File: config.mk
export PLATFORM = sky130hd
export DESIGN_NAME = sha1ctrl
export DESIGN_NICKNAME = d
export VERILOG_FILES = /design/src/rtl/sha1ctrl.sv
export SDC_FILE = /design/constraint.sdc
export NUM_CORES = 1
export LEC_CHECK = 0
export CORE_ASPECT_RATIO = 1.5
export CORE_MARGIN = 2
export CORE_UTILIZATION = 37
export CTS_CLUSTER_DIAMETER = 30
export CTS_CLUSTER_SIZE = 24
export DETAILED_ROUTE_END_ITERATION = 12
export GPL_ROUTABILITY_DRIVEN = 0
export PLACE_DENSITY_LB_ADDON = 0.25
export SYNTH_ARGS = -nofsm -noshare
export SYNTH_HDL_FRONTEND = slang
export SYNTH_SLANG_ARGS = --single-unit
File: constraint.sdc
create_clock -name clk -period 1.9 [get_ports clk]
set_clock_uncertainty 0.1 [all_clocks]
set_input_delay 0.285 -clock clk [delete_from_list [all_inputs] [get_ports clk]]
set_output_delay 0.285 -clock clk [all_outputs]
set_load 0.05 [all_outputs]
File: src/rtl/sha1ctrl.sv
// sha1ctrl: round sequencer driving the SHA-1 message schedule, round logic and hash-state strobes
module sha1ctrl #(
    parameter int NBLK_W = 16
) (
    input  logic              clk,
    input  logic              reset,
    input  logic              start,
    input  logic              first,
    output logic              ready,
    output logic              busy,
    output logic              sched_en,
    output logic              word_req,
    output logic [3:0]        word_idx,
    output logic [6:0]        t,
    output logic [1:0]        fsel,
    output logic [31:0]       k,
    output logic              init_h,
    output logic              load_abcde,
    output logic              round_en,
    output logic              add_en,
    output logic              done,
    output logic [NBLK_W-1:0] nblk
);
    typedef enum logic [1:0] {IDLE, ROUND, ADD} state_t;
    state_t state, state_n;

    // Decode strobes, round parameters and next state from the current state and t
    always_comb begin
        ready      = state == IDLE;
        busy       = !ready;
        init_h     = ready && start && first;
        load_abcde = ready && start && !first;
        round_en   = state == ROUND;
        add_en     = state == ADD;
        sched_en   = round_en && t < 7'd16;
        word_req   = sched_en;
        word_idx   = sched_en ? t[3:0] : 4'd0;
        fsel       = !round_en ? 2'd0 : t < 7'd20 ? 2'd0 : t < 7'd40 ? 2'd1 : t < 7'd60 ? 2'd2 : 2'd3;
        k          = !round_en ? 32'h0 : t < 7'd20 ? 32'h5A827999 : t < 7'd40 ? 32'h6ED9EBA1 :
                     t < 7'd60 ? 32'h8F1BBCDC : 32'hCA62C1D6;
        state_n    = ready ? (start ? ROUND : IDLE) : round_en ? (t == 7'd79 ? ADD : ROUND) : IDLE;
    end

    // State, round counter, done pulse and completed-block count; t rests at 0 outside ROUND
    always_ff @(posedge clk) begin
        if (reset) begin
            state <= IDLE;
            t     <= '0;
            done  <= 1'b0;
            nblk  <= '0;
        end else begin
            state <= state_n;
            t     <= (round_en && t != 7'd79) ? t + 7'd1 : 7'd0;
            done  <= add_en;
            nblk  <= nblk + NBLK_W'(add_en);
        end
    end
endmodule

==> metrics.cfg, run 1 <==
[run_status]
outcome=finished, violations left
failed_checks=setup timing

[routing]
dr.first_iter.drc_count=48
first_pass_iters=3
viasPerCell=5.25
drc_errors=0
ant_nets=0
wire_per_inst_um=14.4
wl_um=4480
num_vias=1627

[clock_network]
numCtsBuffers=3
htreeDepth=1
hold_buffers=0
clk_pin_slew_ps=90
clock_latency_ps=280
cts_buffer_depth=2
cts_tree=built
root_buffer=clkbuf_8
clkSinkCount=26

[global_route]
grt_pass1_vias=1566
grt_pass1_wl_um=7230
grt_usage_pct=18.5
antenna_found_initial=0
grt-ovfl-total=0
grt_max_degree=24

[placed_design]
pre_cts_slack_ps=62.2
io_buffers=72
dpl.hpwl_um=3320
dp.cells=290

[worst_hold_path]
min_from=state[1]
min_delay_path_depth=1
hp-class=flop to flop
whs_endpoint=state[0]

[die]
die-height_um=83.2
rows=28
die_w_um=56.8
start_util_pct=38.7
core_mm2=0.00399
dieArea_mm2=0.00472
ios=74

[critical_path]
cp_data_arrival_time_ps=1560
start_kind=flop
critPathCaptureType=primary output
critical_path_class=flop to primary output
rr_endpoint=nblk[10]
r2r_slack_ps=50
reg2reg_depth=6
reg2reg_from=state[1]
worstPathRequired_ps=1510
cp_max_fo=9

[yosys]
ys_top_cells_by_area=dfxtp_1, buf_4, nor2_1, a21oi_1, nor2b_1
synth.ff_latch_count=26
yosysWarnings=0
yosysTopAreaCellShare_pct=33.7
syn_inst=190
ys_seq_area_share_pct=33.7
ys_types=38
postSynthNetCount=197
synth_area_mm2=0.00155
synth_largest_area_cell=dfxtp_1
syn_avg_cell_area_um2=8.14

[finish]
finalNetCount=273
final_cell_count_no_fill=310
fin_util_pct=76.3
drive_gt1_share_pct=57.0
fill_cells=278
syn_to_final_growth_pct=97.1
n_antenna_cell=0

[power]
ir_drop_uv=588
powerDensity_mw_per_mm2=448
switching_share_pct=28.2
p_clk_share_pct=33.6
internal-power_w=0.000980
seqPwrFrac_pct=40.1
pwr-share-comb_pct=26.3
power_switching_w=0.000385
p_leak_nw=1.21

[timing]
tns_ps=-451
fin_crit_sh_pct=102
final-hold-violation-count=0
fmax_mhz=514
holdWs_ps=386
fin_ws_ps=-44.3
rsz0062_at_grt=true
finalMaxSlewViolations=0
final-setup-viol-count=13
layout_min_cycle_time_ps=1940

[flow_run]
drv_cap=0

Yosys cell counts:
cell and number:
o31ai_1 5, xor2_1 4, and3_1 4, or4_1 4, nand2b_1 3, nor2b_1 7, buf_2 3, nand2_1 7
o22ai_1 1, and2_1 5, a2111oi_0 1, nand4_1 3, o21ai_0 5, mux2_1 1, xnor2_1 2, a21oi_1 13
a21o_1 1, nor3_1 4, nand4_4 2, a211oi_1 1, nand2_2 1, buf_1 2, a311oi_1 1, mux2_2 3
dfxtp_1 26, clkbuf_1 3, nor3b_1 2, buf_4 22, nand3_1 8, ha_1 3, inv_1 8, a31oi_1 1
or3_1 4, and3b_1 1, o21a_1 3, conb_1 1, nor4_1 7, nor2_1 18
registers in the layout, summed over array words and instances (netlist names):
register  count
done          1
nblk         16
state         2
t             7
stage by stage:
stage / cell area, um^2 / power (W)
after global routing: 3050 / 0.00140
final: 3050 / 0.00137
after global placement: 2790 / 0.000908
after floorplan: 1840 / 0.000762
after detailed placement: 2790 / 0.000911
after CTS: 2980 / 0.00137
cells in the final DEF, fill, tap and decap left out, types with 3 or more instances in the layout:
cell type	n
a21oi_1	8
a21oi_4	4
and2_4	4
and3_4	3
buf_12	41
buf_4	53
clkbuf_8	3
clkdlybuf4s50_1	4
dfxtp_1	19
dfxtp_4	6
inv_1	8
mux2_2	3
nand2_1	6
nand3_1	7
nand4_1	3
nor2_1	14
nor2_2	4
nor2b_1	6
nor3_1	3
nor4_2	4
o21ai_0	4
o31ai_1	5
or3_1	4
or4_1	3
xor2_1	4
power by group through the flow:
stage	sequential (W)	combinational, W	clock, W
after global routing	0.000548	0.000371	0.000480
after floorplan	0.000566	0.000196	0
after detailed placement	0.000561	0.000351	0
after CTS	0.000548	0.000359	0.000465
after global placement	0.000561	0.000347	0
final	0.000547	0.000359	0.000459
logic make-up (layout without fill, tap and decap cells):
| logic type | after synthesis | in the layout | share of synthesized area (%) |
|---|---|---|---|
| xor gates and xnor gates | 6 | 6 | 3.40 |
| muxes | 4 | 4 | 2.91 |
| AOI/OAI and AO/OA | 32 | 32 | 12.6 |
| DFF | 26 | 26 | 33.7 |
| adders and majority gates | 3 | 3 | 2.43 |
| and+or+nand+nor | 80 | 81 | 29.9 |
| other | 1 | 1 | 0.242 |
| buffers and inverters | 38 | 112 | 14.8 |
worst max path at each step:
stage,start,endpoint,depth (start not counted)
2_1_floorplan,t[2],k[19],5
3_3_place_gp,state[1],nblk[10],6
3_5_place_dp,state[1],nblk[10],6
4_1_cts,t[4],k[9],4
5_1_grt,t[4],k[9],4
6_report,t[5],fsel[0],5
final cells by class:
cell class	instances	area [um^2]	share of cell area, %
inverters	8	30.0	0.985
flip-flops and latches	26	544	17.9
clock buffers	3	41.3	1.35
well taps	45	56.3	1.85
multi-input cells	127	1060	34.9
repair buffers	100	1280	42.0
clock inverters	1	30.0	0.985
per-layer routing:
metal / up-vias / share of wire (%) / GRT usage, %
li1: 797 / - / -
met2: 53 / 61 / 36.9
met3: 8 / 5.0 / 2.65
met1: 769 / 33 / 18.4
met4: 0 / 1.3 / 6.98
met5: - / 0 / 0
critical path, cell delays in order (launching register included):
cell	delay (ps)
dfxtp_4	420
and3b_1	210
a311oi_2	240
buf_4	170
a21oi_4	60
buf_6	180
repair_timing:
action	CTS	global route
gates cloned	0	1
pin swaps	3	5
gates resized for setup	7	8
buffers inserted	10	5
setup endpoints to repair	24	33
Note: power is estimated with default switching activity, not from simulation.
==> run 2, diff against run 1 <==
Settings changed: CORE_MARGIN 2 to default, GPL_TIMING_DRIVEN from default to 1.
==> metrics.cfg, run 2 (synthesis gave the netlist of run 1 again) <==
[run_status]
failed_checks=setup timing
outcome=finished, violations left

[clock_network]
cts_tree=built
cts_buffer_depth=2  ; unchanged
numCtsBuffers=3  ; unchanged
clock_latency_ps=270  ; about the same
clkSinkCount=26  ; unchanged
hold_buffers=0  ; unchanged
clk_pin_slew_ps=90  ; about the same
htreeDepth=1  ; unchanged
root_buffer=clkbuf_8

[routing]
num_vias=1639  ; +0.74%
first_pass_iters=4  ; +1
ant_nets=0  ; unchanged
viasPerCell=5.24  ; -0.23%
dr.first_iter.drc_count=31  ; -35%
wl_um=4430  ; -1.0%
drc_errors=0  ; unchanged
wire_per_inst_um=14.2  ; -2.0%

[timing]
rsz0062_at_grt=true
final-setup-viol-count=8  ; -5
fmax_mhz=523  ; +1.7%
layout_min_cycle_time_ps=1910  ; -31.7 ps
final-hold-violation-count=0  ; unchanged
fin_ws_ps=-12.6  ; +31.7 ps
fin_crit_sh_pct=101  ; -1.7 points
holdWs_ps=373  ; -12.4 ps
finalMaxSlewViolations=0  ; unchanged

[finish]
fill_cells=236  ; -15%
drive_gt1_share_pct=56.3  ; -0.64 points
multi_input_area_mm2=0.00109  ; +2.1%
finalNetCount=276  ; +1.1%
syn_to_final_growth_pct=101
reg_top3=nblk x16, t x7, state x2
n_antenna_cell=0  ; unchanged
mostFrequentLayoutCell=buf_4
fin_util_pct=78.7  ; +2.4 points
regArea_um2=547  ; +0.46%
final_cell_mix=buf_4, buf_12, dfxtp_1
largest_reg_flops=16  ; unchanged
top_register=nblk

[critical_path]
r2r_slack_ps=80  ; +30 ps
cp_max_fo=8  ; -1
reg2reg_from=state[1]
rr_endpoint=nblk[10]
critical_path_class=flop to primary output
cp_data_arrival_time_ps=1530  ; -30 ps
worstPathRequired_ps=1510  ; about the same
start_kind=flop
reg2reg_depth=6  ; unchanged
critPathCaptureType=primary output

[power]
powerDensity_mw_per_mm2=438  ; -2.3%
p_leak_nw=1.26  ; +3.7%
ir_drop_uv=540  ; -8.2%

[worst_hold_path]
min_from=state[1]
whs_endpoint=state[0]
min_delay_path_depth=1  ; unchanged
hp-class=flop to flop

[die]
rows=28  ; unchanged
core_mm2=0.00396  ; -0.88%
die_w_um=54.8  ; -3.5%
die-height_um=81.2  ; -2.4%
dieArea_mm2=0.00445  ; -5.8%
ios=74  ; unchanged
start_util_pct=39.1  ; +0.34 points

[global_route]
antenna_found_initial=0  ; unchanged
grt_pass1_wl_um=6790  ; -6.1%
grt-ovfl-total=0  ; unchanged
grt_max_degree=24  ; unchanged
grt_pass1_vias=1533  ; -2.1%
grt_usage_pct=20.6  ; +2.1 points

[placed_design]
io_buffers=72  ; unchanged
dpl.hpwl_um=3020  ; -9.0%

[flow_run]
drv_cap=0  ; unchanged

run 2: critical path, stage by stage (launching register included):
cell and delay, ps:
dfxtp_4 410, and3b_1 200, a311oi_2 230, buf_4 170, a21oi_4 60, buf_6 180
run 2: final cells by class:
class                           instances  share of cell area (%)
Inverter                                8                   0.964
Timing Repair Buffer                  102                    42.5
Tap cell                               45                    1.81
Clock buffer                            3                    1.33
Clock inverter                          1                   0.964
Sequential cell                        26                    17.6
Multi-Input combinational cell        128                    34.9
run 2: timing repair:
item,in CTS,in global routing
setup buffers,11,9
cloned,0,2
pin swaps,3,5
gates resized for setup,7,12
endpoints found under the setup margin,23,32
run 2: layer usage:
layer	track usage (%)	wire, um	vias to the layer above
met5	0	0	-
met3	2.62	300	8
li1	-	-	803
met4	10.3	105	0
met1	20.0	1470	754
met2	39.5	2560	74
run 2: worst max path at each step:
stage / from / to / slack (ps) / depth (start not counted)
2_1_floorplan: t[2] / k[19] / -330 / 5
3_3_place_gp: state[1] / nblk[10] / 110 / 6
3_5_place_dp: state[1] / nblk[10] / 70 / 6
4_1_cts: t[6] / word_idx[0] / -10 / 4
5_1_grt: t[6] / word_idx[2] / -90 / 4
6_report: t[5] / fsel[0] / -10 / 5
run 2: metrics by stage:
stage | setup WS, ps | area, um^2 | total power [W] | TNS, ps | cells
floorplan | -328 | 1840 | 0.000762 | -5920 | 190
global placement | 112 | 2780 | 0.000908 | 0 | 287
detailed placement | 65.7 | 2780 | 0.000910 | 0 | 287
CTS | -9.82 | 2970 | 0.00137 | -19.0 | 302
global route | -91.0 | 3120 | 0.00141 | -1350 | 313
finish | -12.6 | 3120 | 0.00136 | -48.8 | 313
run 2: where the power goes:
group          leakage [nW]  internal, W  total [W]  switching [W]
clock                0.0357     0.000282   0.000455       0.000173
combinational          1.01     0.000163   0.000363       0.000200
sequential            0.215     0.000539   0.000545     0.00000679
total                  1.26     0.000984    0.00136       0.000379
==> run 3, diff against run 2 <==
Settings changed: MAX_ROUTING_LAYER from default to met4.
==> metrics.cfg, run 3 (synthesis gave the netlist of run 1 again) <==
[finish]
finalNetCount=276  ; unchanged
largest_reg_flops=16  ; unchanged
mostFrequentLayoutCell=buf_4
top_register=nblk
reg_top3=nblk x16, t x7, state x2
final_cell_mix=buf_4, buf_12, dfxtp_1
regArea_um2=547  ; unchanged
syn_to_final_growth_pct=101  ; unchanged
drive_gt1_share_pct=56.3  ; unchanged
n_antenna_cell=0  ; unchanged
multi_input_area_mm2=0.00109  ; unchanged
fill_cells=236  ; unchanged

[routing]
wl_um=4450  ; +0.36%
drc_errors=0  ; unchanged
ant_nets=0  ; unchanged
first_pass_iters=4  ; unchanged
viasPerCell=5.19  ; -0.79%
dr.first_iter.drc_count=35  ; +13%
wire_per_inst_um=14.2  ; +0.36%
num_vias=1626  ; -0.79%

[critical_path]
worstPathRequired_ps=1510  ; about the same
crit_start=t[5]
rr_endpoint=nblk[10]
critical_path_class=flop to primary output
r2r_slack_ps=80  ; about the same
cp_data_arrival_time_ps=1520  ; about the same
start_kind=flop
reg2reg_depth=6  ; unchanged
reg2reg_from=state[1]
endpoint=fsel[0]
critPathCaptureType=primary output
cp_max_fo=8  ; unchanged

[die]
die_w_um=54.8  ; unchanged
die-height_um=81.2  ; unchanged
rows=28  ; unchanged
core_mm2=0.00396  ; unchanged
start_util_pct=39.1  ; unchanged
ios=74  ; unchanged
dieArea_mm2=0.00445  ; unchanged

[timing]
final-setup-viol-count=6  ; -2
rsz0062_at_grt=true
finalMaxSlewViolations=0  ; unchanged
holdWs_ps=373  ; +0.187 ps
fmax_mhz=524  ; +0.27%
final-hold-violation-count=0  ; unchanged
fin_crit_sh_pct=100  ; -0.27 points
layout_min_cycle_time_ps=1910  ; -5.11 ps
fin_ws_ps=-7.46  ; +5.11 ps

[power]
ir_drop_uv=540  ; about the same
p_clk_share_pct=33.3  ; about the same
pwr-share-comb_pct=26.6  ; about the same
switching_share_pct=27.8  ; -0.068 points
internal-power_w=0.000984  ; about the same
powerDensity_mw_per_mm2=437  ; about the same
power_switching_w=0.000378  ; -0.34%
seqPwrFrac_pct=40.1  ; about the same
p_leak_nw=1.26  ; unchanged
p_total_w=0.00136  ; about the same

[global_route]
grt-ovfl-total=0  ; unchanged
grt_pass1_vias=1533  ; unchanged
grt_usage_pct=21.2  ; +0.56 points
grt_max_degree=24  ; unchanged
antenna_found_initial=0  ; unchanged
grt_pass1_wl_um=6790  ; unchanged

[clock_network]
clk_pin_slew_ps=90  ; about the same
root_buffer=clkbuf_8
cts_tree=built
numCtsBuffers=3  ; unchanged
clock_latency_ps=270  ; about the same
clkSinkCount=26  ; unchanged
htreeDepth=1  ; unchanged
cts_buffer_depth=2  ; unchanged

[run_status]
outcome=finished, violations left
failed_checks=setup timing

[flow_run]
drv_cap=0  ; unchanged

[placed_design]
io_buffers=72  ; unchanged
pre_cts_slack_ps=65.7  ; unchanged
dpl.hpwl_um=3020  ; unchanged

[worst_hold_path]
min_from=state[1]
hp-class=flop to flop

run 3: cell counts in the layout (fill, tap and decap cells not counted):
No cell type changed its count.
run 3: timing repair:
item / 4_1_cts / 5_1_grt
gates resized for setup: 7 / 12
endpoints found under the setup margin: 23 / 32
gates cloned: 0 / 2
hold buffers: 0 / 0
pin swaps: 3 / 5
buffers inserted: 11 / 9
run 3: routing by layer:
layer | vias to the layer above | track usage [%] | routed length (um)
met1 | 752 | 20.0 | 1470
met4 | 0 | 10.3 | 104
met3 | 8 | 2.62 | 292
met2 | 67 | 39.5 | 2580
met5 | - | - | 0
li1 | 799 | - | -
run 3: power groups by stage:
| stage | Clock [W] | Sequential [W] | Combinational [W] |
|---|---|---|---|
| after global placement | 0 | 0.000561 | 0.000347 |
| after floorplan | 0 | 0.000566 | 0.000196 |
| after detailed placement | 0 | 0.000561 | 0.000349 |
| after CTS | 0.000463 | 0.000548 | 0.000362 |
| after global routing | 0.000487 | 0.000547 | 0.000379 |
| final | 0.000454 | 0.000546 | 0.000363 |
run 3: worst min path at each step:
stage | endpoint | slack [ps] | cells past startpoint
finish | state[0] | 370 | 1
global route | state[0] | 400 | 1
CTS | state[0] | 370 | 1
detailed placement | state[0] | 370 | 1
global placement | state[0] | 350 | 1
floorplan | state[0] | 350 | 1
run 3: per-stage QoR:
step	cells	area [um^2]	TNS (ps)	utilization [%]
after global placement	287	2780	0	70.1
after global routing	313	3120	-1360	78.7
final	313	3120	-38.0	78.7
after CTS	302	2970	-19.0	75.1
after floorplan	190	1840	-5920	-
after detailed placement	287	2780	0	70.1
run 3: critical path, stage by stage (launching register included):
cell      delay (ps)
dfxtp_4          410
and3b_1          200
a311oi_2         230
buf_4            170
a21oi_4           60
buf_6            180
run 3: cell type report:
cell class	instances	area share, %
repair buffers	102	42.5
multi-input cells	128	34.9
flip-flops and latches	26	17.6
well taps	45	1.81
clock buffers	3	1.33
clock inverters	1	0.964
inverters	8	0.964
